[config.mk]
export PLATFORM = sky130hd
export DESIGN_NAME = sccb_write_master
export DESIGN_NICKNAME = d
export VERILOG_FILES = /design/src/rtl/sccb_write_master.sv
export SDC_FILE = /design/constraint.sdc
export NUM_CORES = 1
export LEC_CHECK = 0
export BUFFER_PORTS_ARGS = -buffer_cell sky130_fd_sc_hd__buf_2
export CORE_UTILIZATION = 58
export DETAILED_ROUTE_END_ITERATION = 6
export PLACE_DENSITY = 0.8
export SYNTH_ARGS = -nofsm -noshare
export SYNTH_HDL_FRONTEND = slang
export SYNTH_SLANG_ARGS = --single-unit
[constraint.sdc]
create_clock -name sys_clk -period 2.4 [get_ports sys_clk]
set_input_delay 0.36 -clock sys_clk [delete_from_list [all_inputs] [get_ports sys_clk]]
set_output_delay 0.36 -clock sys_clk [all_outputs]
set_load 0.02 [all_outputs]
[src/rtl/sccb_write_master.sv]
// sccb_write_master
//
// SCCB (I2C-compatible) write engine for the OV5640 init path. Each accepted
// cfg_start sends one 3-phase write: {DEVICE_ID,0}, reg_addr[15:8],
// reg_addr[7:0], reg_val. cfg_end pulses for one cycle when the transfer,
// including its STOP condition, is complete.
//
// Build option: SCCB_ACK_CHECK_EN
//   defined   - a NACK in any ACK slot sets ack_err and cuts the transfer
//               short to STOP; cfg_end still pulses.
//   undefined - ACK slots are don't-care, ack_err stays 0.
//
// Ports:
//   sys_clk    in   system clock
//   sys_rst    in   asynchronous reset, active high
//   cfg_start  in   one-cycle request, honoured only when idle
//   cfg_data   in   {reg_addr[15:0], reg_val[7:0]}, captured on accept
//   cfg_end    out  one-cycle completion pulse
//   busy       out  high from accept through the cfg_end cycle
//   ack_err    out  sticky NACK flag, cleared on accept
//   scl        out  SCCB clock, push-pull
//   sda_oe     out  1 = pull SDA low, 0 = release
//   sda_i      in   SDA pad input, already synchronised
//
// State      | meaning
// S_IDLE     | bus free, waiting for cfg_start
// S_START    | START condition, quarters q0..q3
// S_BIT      | 36 bit slots (4 x (8 data + 1 ACK)), MSB first
// S_STOP     | STOP condition plus bus-free hold
// S_DONE     | single cycle, raises cfg_end on the following cycle
module sccb_write_master #(
    parameter logic [6:0] DEVICE_ID    = 7'h3C,
    parameter int         SYS_CLK_FREQ = 50_000_000,
    parameter int         SCL_FREQ     = 250_000
) (
    input  logic        sys_clk,
    input  logic        sys_rst,
    input  logic        cfg_start,
    input  logic [23:0] cfg_data,
    output logic        cfg_end,
    output logic        busy,
    output logic        ack_err,
    output logic        scl,
    output logic        sda_oe,
    input  logic        sda_i
);

    localparam int QTR = SYS_CLK_FREQ / (4 * SCL_FREQ);
    localparam int QW  = (QTR > 1) ? $clog2(QTR) : 1;
    localparam logic [QW-1:0] QTR_LAST = QW'(QTR - 1);

`ifdef SCCB_ACK_CHECK_EN
    localparam logic ACK_CHECK = 1'b1;
`else
    localparam logic ACK_CHECK = 1'b0;
`endif

    typedef enum logic [2:0] {
        S_IDLE,
        S_START,
        S_BIT,
        S_STOP,
        S_DONE
    } state_t;

    state_t        r_state;
    state_t        w_state_nxt;
    logic [QW-1:0] r_qcnt;
    logic [1:0]    r_qidx;
    logic [5:0]    r_bit;
    logic [31:0]   r_shift;
    logic          r_scl;
    logic          r_sda_oe;
    logic          r_cfg_end;
    logic          r_busy;
    logic          r_ack_err;

    logic w_scl_nxt;
    logic w_sda_oe_nxt;
    logic w_accept;
    logic w_active;
    logic w_tick;
    logic w_qend;
    logic w_ack_slot;
    logic w_nack_sample;

    // r_cfg_end marks the cycle after DONE; blocking accept there keeps a
    // request coincident with cfg_end from starting a new transfer.
    assign w_accept   = (r_state == S_IDLE) && cfg_start && !r_cfg_end;
    assign w_active   = (r_state == S_START) || (r_state == S_BIT) || (r_state == S_STOP);
    assign w_tick     = (r_qcnt == QTR_LAST);
    assign w_qend     = w_tick && (r_qidx == 2'd3);
    assign w_ack_slot = (r_bit == 6'd8) || (r_bit == 6'd17) || (r_bit == 6'd26) || (r_bit == 6'd35);

    // Pins lag the state by one registered cycle, so the first cycle of
    // internal q3 is the last cycle SCL is actually high in q2.
    assign w_nack_sample = ACK_CHECK && (r_state == S_BIT) && w_ack_slot &&
                           (r_qidx == 2'd3) && (r_qcnt == '0) && sda_i;

    always_ff @(posedge sys_clk or posedge sys_rst) begin
        if (sys_rst) begin
            r_state <= S_IDLE;
        end else begin
            r_state <= w_state_nxt;
        end
    end

    always_comb begin
        w_state_nxt  = r_state;
        w_scl_nxt    = 1'b1;
        w_sda_oe_nxt = 1'b0;
        case (r_state)
            S_IDLE: begin
                if (w_accept) w_state_nxt = S_START;
            end
            S_START: begin
                w_scl_nxt    = (r_qidx == 2'd0) || (r_qidx == 2'd1);
                w_sda_oe_nxt = (r_qidx != 2'd0);
                if (w_qend) w_state_nxt = S_BIT;
            end
            S_BIT: begin
                w_scl_nxt    = (r_qidx == 2'd1) || (r_qidx == 2'd2);
                w_sda_oe_nxt = !w_ack_slot && !r_shift[31];
                if (w_qend && ((r_bit == 6'd35) || r_ack_err)) w_state_nxt = S_STOP;
            end
            S_STOP: begin
                w_scl_nxt    = (r_qidx != 2'd0);
                w_sda_oe_nxt = (r_qidx == 2'd0) || (r_qidx == 2'd1);
                if (w_qend) w_state_nxt = S_DONE;
            end
            S_DONE: begin
                w_state_nxt = S_IDLE;
            end
            default: begin
                w_state_nxt = S_IDLE;
            end
        endcase
    end

    always_ff @(posedge sys_clk or posedge sys_rst) begin
        if (sys_rst) begin
            r_qcnt    <= '0;
            r_qidx    <= 2'd0;
            r_bit     <= 6'd0;
            r_shift   <= 32'd0;
            r_scl     <= 1'b1;
            r_sda_oe  <= 1'b0;
            r_cfg_end <= 1'b0;
            r_busy    <= 1'b0;
            r_ack_err <= 1'b0;
        end else begin
            r_scl     <= w_scl_nxt;
            r_sda_oe  <= w_sda_oe_nxt;
            r_cfg_end <= (r_state == S_DONE);

            if (w_accept) begin
                r_busy <= 1'b1;
            end else if (r_cfg_end) begin
                r_busy <= 1'b0;
            end

            if (w_accept) begin
                r_shift   <= {DEVICE_ID, 1'b0, cfg_data};
                r_qcnt    <= '0;
                r_qidx    <= 2'd0;
                r_bit     <= 6'd0;
                r_ack_err <= 1'b0;
            end else if (w_active) begin
                r_qcnt <= w_tick ? '0 : r_qcnt + QW'(1);
                if (w_tick) r_qidx <= r_qidx + 2'd1;
                if (w_nack_sample) r_ack_err <= 1'b1;
                if ((r_state == S_BIT) && w_qend) begin
                    r_bit <= r_bit + 6'd1;
                    // ACK slots consume no data, so the shifter only moves on data bits.
                    if (!w_ack_slot) r_shift <= {r_shift[30:0], 1'b0};
                end
            end
        end
    end

    assign scl     = r_scl;
    assign sda_oe  = r_sda_oe;
    assign cfg_end = r_cfg_end;
    assign busy    = r_busy;
    assign ack_err = r_ack_err;

endmodule

# Word level (Yosys, flattened, before mapping)
# Cells that the tools add are included.
# W data, S select, Z words.
# totals
out_inout_bits	5
ff_bits	53
word_cells	78
# classes
n_eq_ne	17
n_reduce_logical	27
mux	22
add_sub_neg	3
# ops
op	count
$mux W32	4
$mux W6	6
$add A6 B1 Y6 const B	2
$eq A6 B5 Y1 const B	2
$eq A6 B6 Y1 const B	2
$mux W3	4
$pmux W3 S4	1
$ne A2 B2 Y1 const B	5
$reduce_bool A2 Y1	5
$logic_or A1 B1 Y1	7
$eq A3 B2 Y1 const B	2
$eq A6 B4 Y1 const B	1
$logic_and A1 B1 Y1	6
$mux W2	3
$pmux W1 S3	2
$eq A2 B2 Y1 const B	2
$reduce_and A2 Y1	2
$reduce_and A4 Y1	1
$eq A3 B1 Y1 const B	1
$eq A3 B3 Y1 const B	1
$logic_not A1 Y1	3
$logic_not A3 Y1	1
$reduce_and A3 Y1	1
$add A2 B1 Y2 const B	1
3 further kinds	4

# Depth between registers and ports, before layout
# depth
ltp_word	8
mapped_depth	9
mapped_depth_nobuf	6

# Worst setup path after synthesis
# OpenSTA, ideal clock, no wires.
# synth_path
path_kind	register to register
from	register r_qcnt[0]
to	register r_shift[2]
n_path_buf	3
setup_time_ns	0.126
synth_period_minus_slack_ns	1.981
stages_incl_launch_ff	9
t_arrival_ns	1.855
path_slack_ns	0.419
cell_sequence	dfrtp_1 > ha_1 > and2_0 > and3_1 > buf_2 > and3_4 > buf_6 > buf_6 > a221o_1
# synth_via
elab_chain_cells	5
# synth_rtl
element	line	rtl
start, declared	68	logic [QW-1:0] r_qcnt;
start signal, assigned	169	r_qcnt <= w_tick ? '0 : r_qcnt + QW'(1);
$eq A6 B6 Y1	91	assign w_tick = (r_qcnt == QTR_LAST);
$logic_and A1 B1 Y1	92	assign w_qend = w_tick && (r_qidx == 2'd3);
$logic_and A1 B1 Y1	172	if ((r_state == S_BIT) && w_qend) begin
$reduce_bool A2 Y1 (no line)	--	
$reduce_and A3 Y1 (no line)	--	
end signal, assigned	163	r_shift <= {DEVICE_ID, 1'b0, cfg_data};
end signal, assigned	175	if (!w_ack_slot) r_shift <= {r_shift[30:0], 1'b0};
end, declared	71	logic [31:0] r_shift;
# Every way passes these cells.
# A chain may end at the register's enable or synchronous reset.

# Final worst setup path
# layout_path
from	register r_bit[0]
to	register r_shift[19]
# layout_via
elab_chain_cells	6
word_cells_on_any_way	9
# layout_rtl
element	line	rtl
start, declared	70	logic [5:0] r_bit;
start signal, assigned	173	r_bit <= r_bit + 6'd1;
$eq A6 B4 Y1 or $eq A6 B5 Y1 (tied branches)	93	assign w_ack_slot = (r_bit == 6'd8) || (r_bit == 6'd17) || (r_bit == 6'd26) || (r_bit == 6'd35);
$logic_or A1 B1 Y1 (2 in series)	93	
$logic_or A1 B1 Y1 *	93	
$ne A2 B2 Y1 (no line) *	--	
$reduce_and A3 Y1 (no line) *	--	
# Every way passes the cells marked *; elsewhere a longest branch is shown, timed or not.

==> results.rst <==
.. list-table::
   :header-rows: 1

   * - Metric
     - Value
   * - Startpoint-to-endpoint class of the critical path
     - reg2reg
   * - Final count of negative-setup-slack endpoints
     - 0
   * - Share of the yosys chip area belonging to registers
     - 47.2%
   * - FF+latch area
     - around 0.0013 mm²
   * - Async set or reset register ratio after synthesis
     - between 90% and 100%
   * - Post-CTS setup repair buffer count
     - 0
   * - Initial core utilization
     - 62.5%
   * - Synthesis-stage register bit count
     - 53
   * - Time the final worst path needs with I/O delays and setup
     - about 2.1 ns
   * - Total power draw
     - approximately 2.3 mW
   * - Filler-free cell count of the finished design
     - roughly 350
   * - Antenna violations before repair
     - 0
   * - Internal Power
     - around 1.6 mW
   * - Cell type of the slowest stage on the worst timing path
     - or4_4
   * - Max-slew violations
     - 0
   * - Worst min-delay path category
     - in2reg
   * - Cell row count
     - 24
   * - Reg2reg setup slack
     - about 0.30 ns
   * - Kind of end point of the critical path
     - register
   * - Launch point of the critical path
     - r_bit[0]
   * - Vias in the first global route
     - approximately 2200
   * - Layout Skew
     - 0.0144 ns
   * - Final count of hold timing violations
     - 0
   * - Most frequent standard cell in the layout excluding fill and tap cells
     - dfrtp_1
   * - Number of I/O pins
     - 33
   * - Static leakage
     - approximately 1.4 nW
   * - Reg2reg start
     - r_bit[0]
   * - Average footprint of a synthesized cell
     - between 10 and 15 µm²
   * - Unrepaired setup endpoints after global routing
     - false
   * - Placer's final routability congestion estimate
     - about 0.8
   * - Kind of start point of the critical path
     - register
   * - Number of distinct library cells after synthesis
     - 51
   * - Max H-tree Level
     - 2
   * - Area used by multi-input combinational logic
     - ~0.0013 mm²
   * - Worst EP required
     - 2.60 ns
   * - Worst-Margin Slew
     - 0.523 ns
   * - Commonest register cell after synthesis
     - dfrtp_1
   * - Syn_nets
     - between 300 and 400
   * - Worst ir drop on vdd
     - 380 µV
   * - Sequential fraction of design power
     - between 50% and 60%
   * - Iteration-0 DRC Markers
     - 135
   * - Core area
     - ~0.0045 mm²
   * - Portion of total power attributed to combinational logic
     - between 20 and 25%
   * - Commonest cells after routing, fill and taps aside
     - 52 x dfrtp_1, 30 x buf_2, 28 x o21ai_0, 22 x a31oi_1, 22 x a221o_1
   * - Post-Layout Inst Area
     - a little over 0.003 mm²
   * - Number of placed cells counting well taps
     - ~350
   * - Die Height
     - 71.7 µm
   * - Net Sw Frac
     - between 30% and 40%
   * - R2r endpoint
     - r_shift[19]
   * - Total number of vias
     - around 2200
   * - Max-capacitance violation count
     - 0
   * - Post-route core utilization
     - 68.0%
   * - Die width
     - 71.7 µm
   * - Net count of the finished layout
     - ~340
   * - Aggregate global routing overflow
     - 0
   * - Area overhead of the layout relative to synthesis
     - 8.80%
   * - Longest Clk Path Bufs
     - 2
   * - Power density normalized to cell area
     - around 750 mW/mm²
   * - Number of sinks handled by clock tree synthesis
     - 53
   * - Period Utilization, post-route
     - between 80% and 90%
   * - Sum Neg Setup Slack
     - 0 ns
   * - Final wirelength
     - 5.89 mm
   * - CTS buffer count
     - 5
   * - Total half-perimeter wirelength after legalization and detailed placement
     - slightly below 4 mm
   * - Clk_lat worst skew
     - 0.32 ns
   * - Number of input and output port buffers inserted
     - 30
   * - Highest Clock Rate
     - approximately 480 MHz
   * - Post-detailed-placement cell area
     - approximately 0.003 mm²
   * - Master cell of the clock root buffer
     - clkbuf_8
   * - Net load switching power
     - about 720 µW
   * - Portion of total power attributed to the clock network
     - a little over a fifth
   * - Capture point of the worst path
     - r_shift[19]
   * - Number of enable flip-flop cells after synthesis
     - 0
   * - Average vias per placed instance
     - 6.20
   * - Normalized max-slew margin
     - between 60% and 70%
   * - ANT nets after route
     - 0
   * - Worst stage delay on the critical path
     - roughly 0.59 ns
   * - Fraction of layout cells with a size suffix above 1
     - between 10% and 20%
   * - Cell-by-cell trace of the critical path
     - ha_1 -> nand2_1 -> or4_4 -> and3_4 -> a221o_1
   * - Filler cells
     - 347
   * - GRT Total Usage
     - 25.9%
   * - Clock transition at the register clock pins on the worst setup and hold paths after CTS
     - around 0.10 ns
   * - Syn Inst Count
     - 277
   * - Antenna diodes
     - 0
   * - Remaining routing DRC violations
     - 0
   * - Detailed-route wire length per cell
     - 16.6 µm
   * - TritonCTS clock tree
     - yes
   * - Global-route wire length before repair
     - about 10 mm
   * - Pre-antenna DRT Iters
     - 4
   * - Warnings from Yosys
     - 0
   * - Area of the mapped netlist
     - 0.00281 mm²
   * - Arrival time reported for the critical path endpoint
     - roughly 2.3 ns
   * - Maximum fanout count along the critical path
     - 27
   * - Number of cells on the worst reg-to-reg path
     - 5
   * - Pin count of the biggest net entering global routing
     - 42
   * - Total Die Area
     - ~0.005 mm²
   * - Run status
     - completed
cells by family after synthesis:
kind of cell,after synthesis,synth area share (%)
flip-flops,53,47.2
buffers and inverters,36,6.67
multiplexers,10,3.60
XOR/XNOR,6,1.87
other,1,0.133
AND/OR/NAND/NOR,69,13.3
AO/OA/AOI/OAI,93,23.2
adder cells (fa/ha/maj),9,4.00
power by group through the flow:
stage	logic [mW]	registers [mW]	clock network (mW)
floorplan	0.436	1.23	0
global placement	0.530	1.26	0
detailed placement	0.556	1.26	0
CTS	0.562	1.25	0.514
global route	0.649	1.28	0.537
finish	0.556	1.25	0.502
Yosys cell counts (9+ instances only):
master	count	area, µm²
a221o_1	22	220
a31oi_1	22	138
buf_2	9	45.0
clkbuf_1	9	33.8
dfrtp_1	52	1300
ha_1	9	113
inv_1	12	45.0
mux2i_1	9	90.1
nand2_1	20	75.1
nor2_1	16	60.1
o21ai_0	28	140
critical path, delay by kind of cell, from the launching register on:
family / cells / cell delay (ns)
AOI/OAI and AO/OA: 1 / 0.33
adders and majority gates: 1 / 0.22
and+or+nand+nor: 3 / 0.97
DFF: 1 / 0.45
layer usage:
| layer | share of wire, % | wire length (µm) | track usage (%) |
|---|---|---|---|
| met1 | 48 | 2820 | 35.6 |
| met5 | 0 | 0 | 0 |
| met4 | 1.2 | 68 | 7.84 |
| met2 | 46 | 2700 | 41.1 |
| met3 | 5.1 | 301 | 5.77 |
area by class of cell:
| class | count | share of cell area [%] |
|---|---|---|
| Clock inverter | 1 | 0.245 |
| Timing Repair Buffer | 41 | 7.68 |
| Multi-Input combinational cell | 188 | 42.6 |
| Sequential cell | 53 | 43.4 |
| Clock buffer | 7 | 2.49 |
| Tap cell | 52 | 2.13 |
| Inverter | 12 | 1.47 |
worst min-delay path by stage:
stage,startpoint,endpoint,slack (ns),cells past startpoint
floorplan,r_qcnt[5],r_qcnt[5],0.47,1
global placement,sys_rst,busy,0.31,2
detailed placement,sys_rst,r_state[1],0.31,2
CTS,cfg_data[7],r_shift[7],0.26,2
global route,cfg_data[7],r_shift[7],0.26,2
finish,cfg_data[7],r_shift[7],0.27,2
what timing repair did:
| item | CTS | global route |
|---|---|---|
| hold buffers | 1 | 0 |
| setup endpoints to repair | 0 | 0 |
| endpoints found under the hold margin | 11 | 0 |
| resized for setup | 0 | 0 |
through the flow:
step | hold slack (ns) | setup slack, ns
after floorplan | 0.472 | 0.419
after global routing | 0.263 | 0.0811
final | 0.266 | 0.298
after detailed placement | 0.308 | 0.308
after global placement | 0.305 | 0.367
after CTS | 0.262 | 0.293
state kept, by name (all words and copies together), names as in the netlist:
| name | flops |
|---|---|
| r_shift | 32 |
| r_bit | 6 |
| r_qcnt | 6 |
| r_state | 3 |
| r_qidx | 2 |
| busy | 1 |
| cfg_end | 1 |
| scl | 1 |
| sda_oe | 1 |
No activity file was read; power rests on OpenSTA's default activity.
